--- src/rtl/frame_row_sequencer_pkg.sv ---
// Shared definitions for the frame row sequencer: state encoding, the
// header magic byte and the bit positions of the header fields.
package frame_row_sequencer_pkg;

  typedef enum logic [1:0] {
    ST_IDLE   = 2'd0,
    ST_LOAD   = 2'd1,
    ST_CHECK  = 2'd2,
    ST_STROBE = 2'd3
  } seq_state_t;

  localparam logic [7:0] HDR_MAGIC     = 8'hFD;
  localparam int         HDR_MAGIC_MSB = 31;
  localparam int         HDR_MAGIC_LSB = 24;
  localparam int         HDR_INDEX_MSB = 4;
  localparam int         HDR_INDEX_LSB = 0;
  localparam int         FRAME_INDEX_W = HDR_INDEX_MSB - HDR_INDEX_LSB + 1;

endpackage

--- src/rtl/frame_row_sequencer_strobe_decode.sv ---
// Frame strobe decoder: turns a frame index plus enable into a one-hot
// write strobe. Indices at or beyond MaxFramesPerCol produce all zeros.
module frame_strobe_decode
  import frame_row_sequencer_pkg::*;
#(
  parameter int IndexWidth      = FRAME_INDEX_W,
  parameter int MaxFramesPerCol = 20
) (
  input  logic [IndexWidth-1:0]      frame_idx,
  input  logic                       en,
  output logic [MaxFramesPerCol-1:0] strobe
);

  // One-hot decode; an out-of-range index matches no bit.
  always_comb begin
    strobe = '0;
    for (int i = 0; i < MaxFramesPerCol; i++) begin
      if (en && (32'(frame_idx) == 32'(i))) begin
        strobe[i] = 1'b1;
      end
    end
  end

endmodule

--- src/rtl/frame_row_sequencer.sv ---
// Frame row sequencer: accepts a header word followed by one word per row,
// broadcasts each word with a one-cycle row select, then issues a one-hot
// frame strobe once all rows are written.
// Optional feature macro: FRAME_SEQ_CHECKSUM_EN adds a CHECK state that
// takes one extra word and compares it with the XOR of the row words.
module frame_row_sequencer
  import frame_row_sequencer_pkg::*;
#(
  parameter int FrameBitsPerRow = 32,
  parameter int RowSelectWidth  = 5,
  parameter int NumberOfRows    = 6,
  parameter int MaxFramesPerCol = 20
) (
  input  logic                       CLK,
  input  logic                       RST,
  input  logic [FrameBitsPerRow-1:0] s_data,
  input  logic                       s_valid,
  output logic                       s_ready,
  output logic [FrameBitsPerRow-1:0] FrameData_O,
  output logic [RowSelectWidth-1:0]  RowSelect_O,
  output logic [MaxFramesPerCol-1:0] FrameStrobe_O,
  output logic                       busy_o,
  output logic                       err_o
);

  localparam logic [RowSelectWidth-1:0] LAST_ROW = RowSelectWidth'(NumberOfRows);

  seq_state_t                 state_q, state_d;
  logic [RowSelectWidth-1:0]  row_cnt_q;
  logic [FRAME_INDEX_W-1:0]   frame_idx_q;
  logic                       frame_ok_q;
  logic                       err_q;
  logic [FrameBitsPerRow-1:0] frame_data_p1;
  logic [RowSelectWidth-1:0]  row_sel_p1;
  logic                       ready_c;
  logic                       take;
  logic                       hdr_seen;
  logic                       hdr_idx_ok;
  logic [FRAME_INDEX_W-1:0]   hdr_idx;
  logic                       strobe_en;
`ifdef FRAME_SEQ_CHECKSUM_EN
  logic [FrameBitsPerRow-1:0] csum_q;
`endif

  assign hdr_idx    = s_data[HDR_INDEX_MSB:HDR_INDEX_LSB];
  assign hdr_seen   = (s_data[HDR_MAGIC_MSB:HDR_MAGIC_LSB] == HDR_MAGIC);
  assign hdr_idx_ok = (32'(hdr_idx) < 32'(MaxFramesPerCol));
  assign take       = s_valid && ready_c;
  // Ready is forced low while reset is held, even though state already reads IDLE.
  assign s_ready    = ready_c && !RST;
  assign busy_o     = (state_q != ST_IDLE);
  assign err_o      = err_q;
  assign FrameData_O = frame_data_p1;
  assign RowSelect_O = row_sel_p1;
  assign strobe_en   = (state_q == ST_STROBE) && frame_ok_q;

  // State register.
  always_ff @(posedge CLK or posedge RST) begin
    if (RST) begin
      state_q <= ST_IDLE;
    end else begin
      state_q <= state_d;
    end
  end

  // Next state and ready. After the last row is accepted the row counter
  // sits one past the end for a drain cycle, so the last row select is seen
  // before the strobe.
  always_comb begin
    state_d = state_q;
    ready_c = 1'b0;
    case (state_q)
      ST_IDLE: begin
        ready_c = 1'b1;
        if (s_valid && hdr_seen) begin
          state_d = ST_LOAD;
        end
      end
      ST_LOAD: begin
        ready_c = (row_cnt_q <= LAST_ROW);
        if (row_cnt_q > LAST_ROW) begin
`ifdef FRAME_SEQ_CHECKSUM_EN
          state_d = ST_CHECK;
`else
          state_d = ST_STROBE;
`endif
        end
      end
`ifdef FRAME_SEQ_CHECKSUM_EN
      ST_CHECK: begin
        ready_c = 1'b1;
        if (s_valid) begin
          state_d = ST_STROBE;
        end
      end
`endif
      ST_STROBE: state_d = ST_IDLE;
      default:   state_d = ST_IDLE;
    endcase
  end

  // Frame bookkeeping: row counter, frame index/validity, sticky error, checksum.
  always_ff @(posedge CLK or posedge RST) begin
    if (RST) begin
      row_cnt_q   <= '0;
      frame_idx_q <= '0;
      frame_ok_q  <= 1'b0;
      err_q       <= 1'b0;
`ifdef FRAME_SEQ_CHECKSUM_EN
      csum_q      <= '0;
`endif
    end else begin
      case (state_q)
        ST_IDLE: begin
          if (take && hdr_seen) begin
            row_cnt_q   <= RowSelectWidth'(1);
            frame_idx_q <= hdr_idx;
            frame_ok_q  <= hdr_idx_ok;
            if (!hdr_idx_ok) begin
              err_q <= 1'b1;
            end
`ifdef FRAME_SEQ_CHECKSUM_EN
            csum_q <= '0;
`endif
          end
        end
        ST_LOAD: begin
          if (take) begin
            row_cnt_q <= row_cnt_q + 1'b1;
`ifdef FRAME_SEQ_CHECKSUM_EN
            csum_q <= csum_q ^ s_data;
`endif
          end
        end
`ifdef FRAME_SEQ_CHECKSUM_EN
        ST_CHECK: begin
          if (take && (s_data != csum_q)) begin
            err_q      <= 1'b1;
            frame_ok_q <= 1'b0;
          end
        end
`endif
        ST_STROBE: row_cnt_q <= '0;
        default: ;
      endcase
    end
  end

  // ---- stage p1: registered row broadcast (data holds, select pulses) ----
  always_ff @(posedge CLK or posedge RST) begin
    if (RST) begin
      frame_data_p1 <= '0;
      row_sel_p1    <= '0;
    end else begin
      row_sel_p1 <= '0;
      if (take && (state_q == ST_LOAD)) begin
        frame_data_p1 <= s_data;
        row_sel_p1    <= row_cnt_q;
      end
    end
  end

  frame_strobe_decode #(
    .IndexWidth      (FRAME_INDEX_W),
    .MaxFramesPerCol (MaxFramesPerCol)
  ) u_strobe_decode (
    .frame_idx (frame_idx_q),
    .en        (strobe_en),
    .strobe    (FrameStrobe_O)
  );

endmodule
--- config.mk ---
export PLATFORM = sky130hd
export DESIGN_NAME = frame_row_sequencer
export DESIGN_NICKNAME = d
export VERILOG_FILES = /design/src/rtl/frame_row_sequencer_pkg.sv /design/src/rtl/frame_row_sequencer_strobe_decode.sv /design/src/rtl/frame_row_sequencer.sv
export SDC_FILE = /design/constraint.sdc
export NUM_CORES = 1
export LEC_CHECK = 0
export BUFFER_PORTS_ARGS = -buffer_cell sky130_fd_sc_hd__buf_2
export CAP_MARGIN = 20
export CORE_MARGIN = 5
export CORE_UTILIZATION = 30
export DETAILED_ROUTE_END_ITERATION = 16
export MAX_ROUTING_LAYER = met4
export PLACE_DENSITY = 0.52
export REMOVE_ABC_BUFFERS = 1
export SYNTH_ARGS = -nofsm -noshare
export SYNTH_HDL_FRONTEND = slang
export SYNTH_HIERARCHICAL = 1
export SYNTH_SLANG_ARGS = --single-unit
export TNS_END_PERCENT = 10
--- constraint.sdc ---
create_clock -name CLK -period 6.1 [get_ports CLK]
set_input_delay 0.61 -clock CLK [delete_from_list [all_inputs] [get_ports CLK]]
set_output_delay 0.61 -clock CLK [all_outputs]
set_load 0.02 [all_outputs]
# Word-level counts from Yosys, hierarchy flattened
# Cells that the tools add are included.
word_totals:
  regBits: 51
  in_bits: 35
  word_cells: 101
op_classes:
  add_sub_neg: 1
  n_lt_le_gt_ge: 3
  n_eq_ne: 26
  n_mux: 28
  bitwise: 1
  reduce_logical: 35
op_table:
  columns: ["op", "n"]
  rows:
  - ["equality test 5 x 4 -> 1 bit, second input constant", 8]
  - ["logical AND 1 bit", 26]
  - ["equality test 5 x 3 -> 1 bit, second input constant", 4]
  - ["equality test 5 bit, second input constant", 4]
  - ["two-way mux 1 bit", 20]
  - ["two-way mux 5 bit", 3]
  - ["one-hot mux 5 bit (3 select lines)", 1]
  - ["equality test 5 x 2 -> 1 bit, second input constant", 2]
  - ["equality test 8 bit, second input constant", 1]
  - ["inequality test 2 bit, second input constant", 4]
  - ["AND reduction 3 bit", 2]
  - ["adder 5 x 1 -> 5 bit, second input constant", 1]
  - ["equality test 5 x 1 -> 1 bit, second input constant", 1]
  - ["greater-than comparator 5 x 3 -> 1 bit, second input constant", 1]
  - ["less-or-equal comparator 5 x 3 -> 1 bit, second input constant", 1]
  - ["zero test 5 bit", 1]
  - ["less-than comparator 5 bit, second input constant", 1]
  - ["two-way mux 2 bit", 2]
  - ["one-hot mux 2 bit (2 select lines)", 1]
  - ["AND reduction 2 bit", 2]
  - ["nonzero test 3 bit", 1]
  - ["equality test 2 x 1 -> 1 bit, second input constant", 1]
  - ["equality test 2 bit, second input constant", 1]
  - ["zero test 2 bit", 1]
  - ["other kinds (4)", 4]

# Longest topological paths before layout
depth:
  word_depth: 6
  depth_mapped: 8

# Cells and area by module
# Netlist, hierarchy kept.
modules_own_cells:
  columns: ["module", "instances", "cells_each", "area_per_inst_um2"]
  rows:
  - ["frame_row_sequencer", 1, 143, 2033.2]
  - ["frame_strobe_decode", 1, 28, 158.9]

# Worst setup path before layout
# Ideal clock, no wire load.
synth_timing:
  path_type: "register to output"
  from: "reg state_q[0]"
  to: "out FrameStrobe_O[1]"
  arrival_ns: 1.695
  required_time_ns: 5.490
  path_slack_ns: 3.795
  path_stages_with_launch: 6
  path_buffers: 1
  path_cell_list: "dfrtp_1 clkbuf_1 nand2_1 nor2_1 or4b_4 nor2_1"
synth_between:
  elab_chain_cells: 4
synth_rtl:
  columns: ["element", "line", "text"]
  rows:
  - ["from (decl)", "frame_row_sequencer.sv:28", "seq_state_t state_q, state_d;"]
  - ["from (signal assigned)", "frame_row_sequencer.sv:62", "state_q <= state_d;"]
  - ["equality test 2 bit", "frame_row_sequencer.sv:55", "assign strobe_en = (state_q == ST_STROBE) && frame_ok_q;"]
  - ["logical AND 1 bit", "frame_row_sequencer.sv:55", null]
  - ["via strobe_en", "frame_row_sequencer.sv:40", "logic strobe_en;"]
  - ["logical AND 1 bit", "frame_row_sequencer_strobe_decode.sv:18", "if (en && (32'(frame_idx) == 32'(i))) begin"]
  - ["two-way mux 1 bit", "frame_row_sequencer_strobe_decode.sv:18", null]
  - ["to (decl)", "frame_row_sequencer.sv:21", "output logic [MaxFramesPerCol-1:0] FrameStrobe_O,"]
# The timed path passes the listed nets, and every way through them passes these cells.

# Final worst setup path
layout_timing:
  from: "reg state_q[0]"
  to: "out FrameStrobe_O[0]"
# The elaborated chain is that of the path after synthesis.

==> results.cfg <==
[critical_path]
r2r-start = row_cnt_q[0]
startpoint_type = flip-flop
reg2reg_slack_ps = 3660
arrival_ps = 2050
critical_path.slowest_cell = dfrtp_1
cp_slowest_stage_delay_ps = 550
end_kind = output port
reg2reg_depth = 7
startpoint = state_q[0]
crit_type = reg -> out
endpoint = FrameStrobe_O[0]
crit_required_ps = 5490
path_cells = nand2_1 > nor2_1 > or4b_4 > nor3_2 > buf_2
reg2reg_to = FrameData_O[23]
cp_max_fo = 11

[die]
die-height_um = 95.5
core_area_mm2 = 0.00718
rows = 31
initial_core_util_pct = 30.5
ioPinCount = 95
die_x_um = 95.5
dieArea_mm2 = 0.00912

[timing]
fmax_ghz = 0.376
setup_tns_ps = 0
setup_viol = 0
rsz0062_at_grt = no
period_share_pct = 43.6
finalHoldViolations = 0
slew_violations = 0
worst_slew_pin_slew_ps = 536
slew_headroom_pct = 64.2
fin_crit_ps = 2660
clock_skew_ps = 11.9

[pwr]
irDropWorstVdd_uv = 151
leakage_nw = 1.56
p_per_area_mw_per_mm2 = 376

[global_routing]
grt_pass1_wl_um = 8260
overflow = 0
use_met3_pct = 3.00
busiest_layer = met2
grt_start_max_net_pins = 43
grt_use_met2_pct = 18.5
antenna_found_initial = 0
grt_usage_pct = 11.9
grt_pass1_vias = 1730
met1_usage_pct = 15.3

[cts]
numClockSinks = 51
htree_levels = 2
postCtsSetupBuffers = 0
cts_tree = done
cts_resized = 0
holdBufCountCts = 0
cts_root_buf = clkbuf_8
worst_skew_pair.late_latency_ps = 310
clk_pin_slew_worst_paths_ps = 90
cts_buffer_depth = 2
cts_buffers = 5

[layout]
diodes = 0
drive_gt1_share_pct = 54.4
seq_area_mm2 = 0.00128
layout_common_cells = 94 x buf_2, 51 x dfrtp_1, 33 x mux2_2
nets = 306
area_growth_pct = 30.7
final_area_mm2 = 0.00286
final_common_cell = buf_2
fill_cells = 721
multiInputGateArea_um2 = 863

[hold_path]
hp-class = in -> async

[placement]
dp_hpwl_um = 3950
routabilityCongestion = 0.760
dpl-instance-area_mm2 = 0.00277
port_buffers = 94

[logic_synthesis]
syn_area_mm2 = 0.00219
yosys.area.top_type = dfrtp_1
yosysUniqueCellTypes = 32
ys_ff_latch = 51
ys_seq_area_share_pct = 58.2
postSynthCellCount = 171
synth_area_leaders = dfrtp_1 58%, mux2_2 17%, nor2_1 4.3%
synth_top_area_share_pct = 58.2
yosys_warnings = 6
syn_area_per_cell_um2 = 12.8

[route]
drt_iter0_drc = 71
routedWlPerCell_um = 13.7
first_pass_iters = 4
drc = 0
via_per_inst = 4.50
ant_nets = 0
vias = 1660
drt-total-wl_um = 5070

[status]
status = finished clean

[run]
maxCapViolCount = 0
-- Yosys cell counts, drive strengths merged --
master / count
and3: 2
nand2: 5
a21oi: 2
nand4bb: 3
inv: 6
o21ai: 1
nand3b: 3
nand4: 2
nor3: 7
ha: 2
o32ai: 2
nand4b: 1
dfrtp: 51
a31oi: 1
conb: 1
a2bb2oi: 1
or4: 1
nor2: 25
buf: 4
mux2: 38
xnor2: 1
clkbuf: 2
nand2b: 3
nor4: 1
a211oi: 1
o311ai: 1
or2: 2
or4b: 2
-- how the worst min path moves through the flow --
| stage | start | endpoint | cells past startpoint |
|---|---|---|---|
| floorplan | row_cnt_q[3] | row_cnt_q[3] | 2 |
| global placement | err_o | err_o | 1 |
| detailed placement | err_o | err_o | 1 |
| CTS | RST | RowSelect_O[0] | 2 |
| global route | RST | RowSelect_O[1] | 2 |
| finish | RST | RowSelect_O[1] | 2 |
-- flip-flops by register name, indices dropped and copies added, names as in the netlist --
register / cells
RowSelect_O: 5
err_o: 1
FrameData_O: 32
state_q: 2
frame_idx_q: 5
row_cnt_q: 5
frame_ok_q: 1
-- cell families (layout without fill, tap and decap cells) --
family	count (synthesis)	count (layout)	share of synthesized area, %
multiplexers	38	38	20.4
buffers and inverters	12	110	2.57
other	1	2	0.171
AND/OR/NAND/NOR	57	57	14.2
flip-flops	51	51	58.2
XOR/XNOR	1	1	0.400
adder cells (fa/ha/maj)	2	2	1.14
AO/OA/AOI/OAI	9	9	2.91
-- where the power goes --
group	switching, mW	internal [mW]	total [mW]
Clock	0.115	0.0822	0.198
Sequential	0.0529	0.438	0.490
Combinational	0.223	0.166	0.389
Total	0.391	0.686	1.08
-- worst max-delay path, delay by kind of cell (launching register included) --
family | cells | cell delay (ps)
DFF | 1 | 550
buffers and inverters | 1 | 180
and+or+nand+nor | 4 | 1030
-- per-layer routing --
layer | routed length [µm] | part of all wire (%)
met1 | 2180 | 43
met2 | 2490 | 49
met3 | 353 | 7.0
met4 | 53 | 1.0
met5 | 0 | 0
-- area by class of cell --
class / count / share of cell area [%]
clock buffer: 5 / 2.40
clock inverter: 3 / 0.830
inverter: 6 / 0.786
multi-input combinational: 109 / 30.1
sequential: 51 / 44.6
tap: 99 / 4.33
timing repair buffer: 96 / 17.0
-- stage by stage --
stage          hold WS (ps)  cells  setup slack, ps  utilization (%)  power (mW)
6_report                221    369             3440             39.9        1.08
5_1_grt                 230    369             3250             39.9        1.15
4_1_cts                 214    369             3390             39.9        1.10
3_5_place_dp            454    361             3640             38.6       0.897
3_3_place_gp            453    361             3650             38.6       0.886
2_1_floorplan           463    166             3620                -       0.749
No activity file was read; power rests on OpenSTA's default activity.
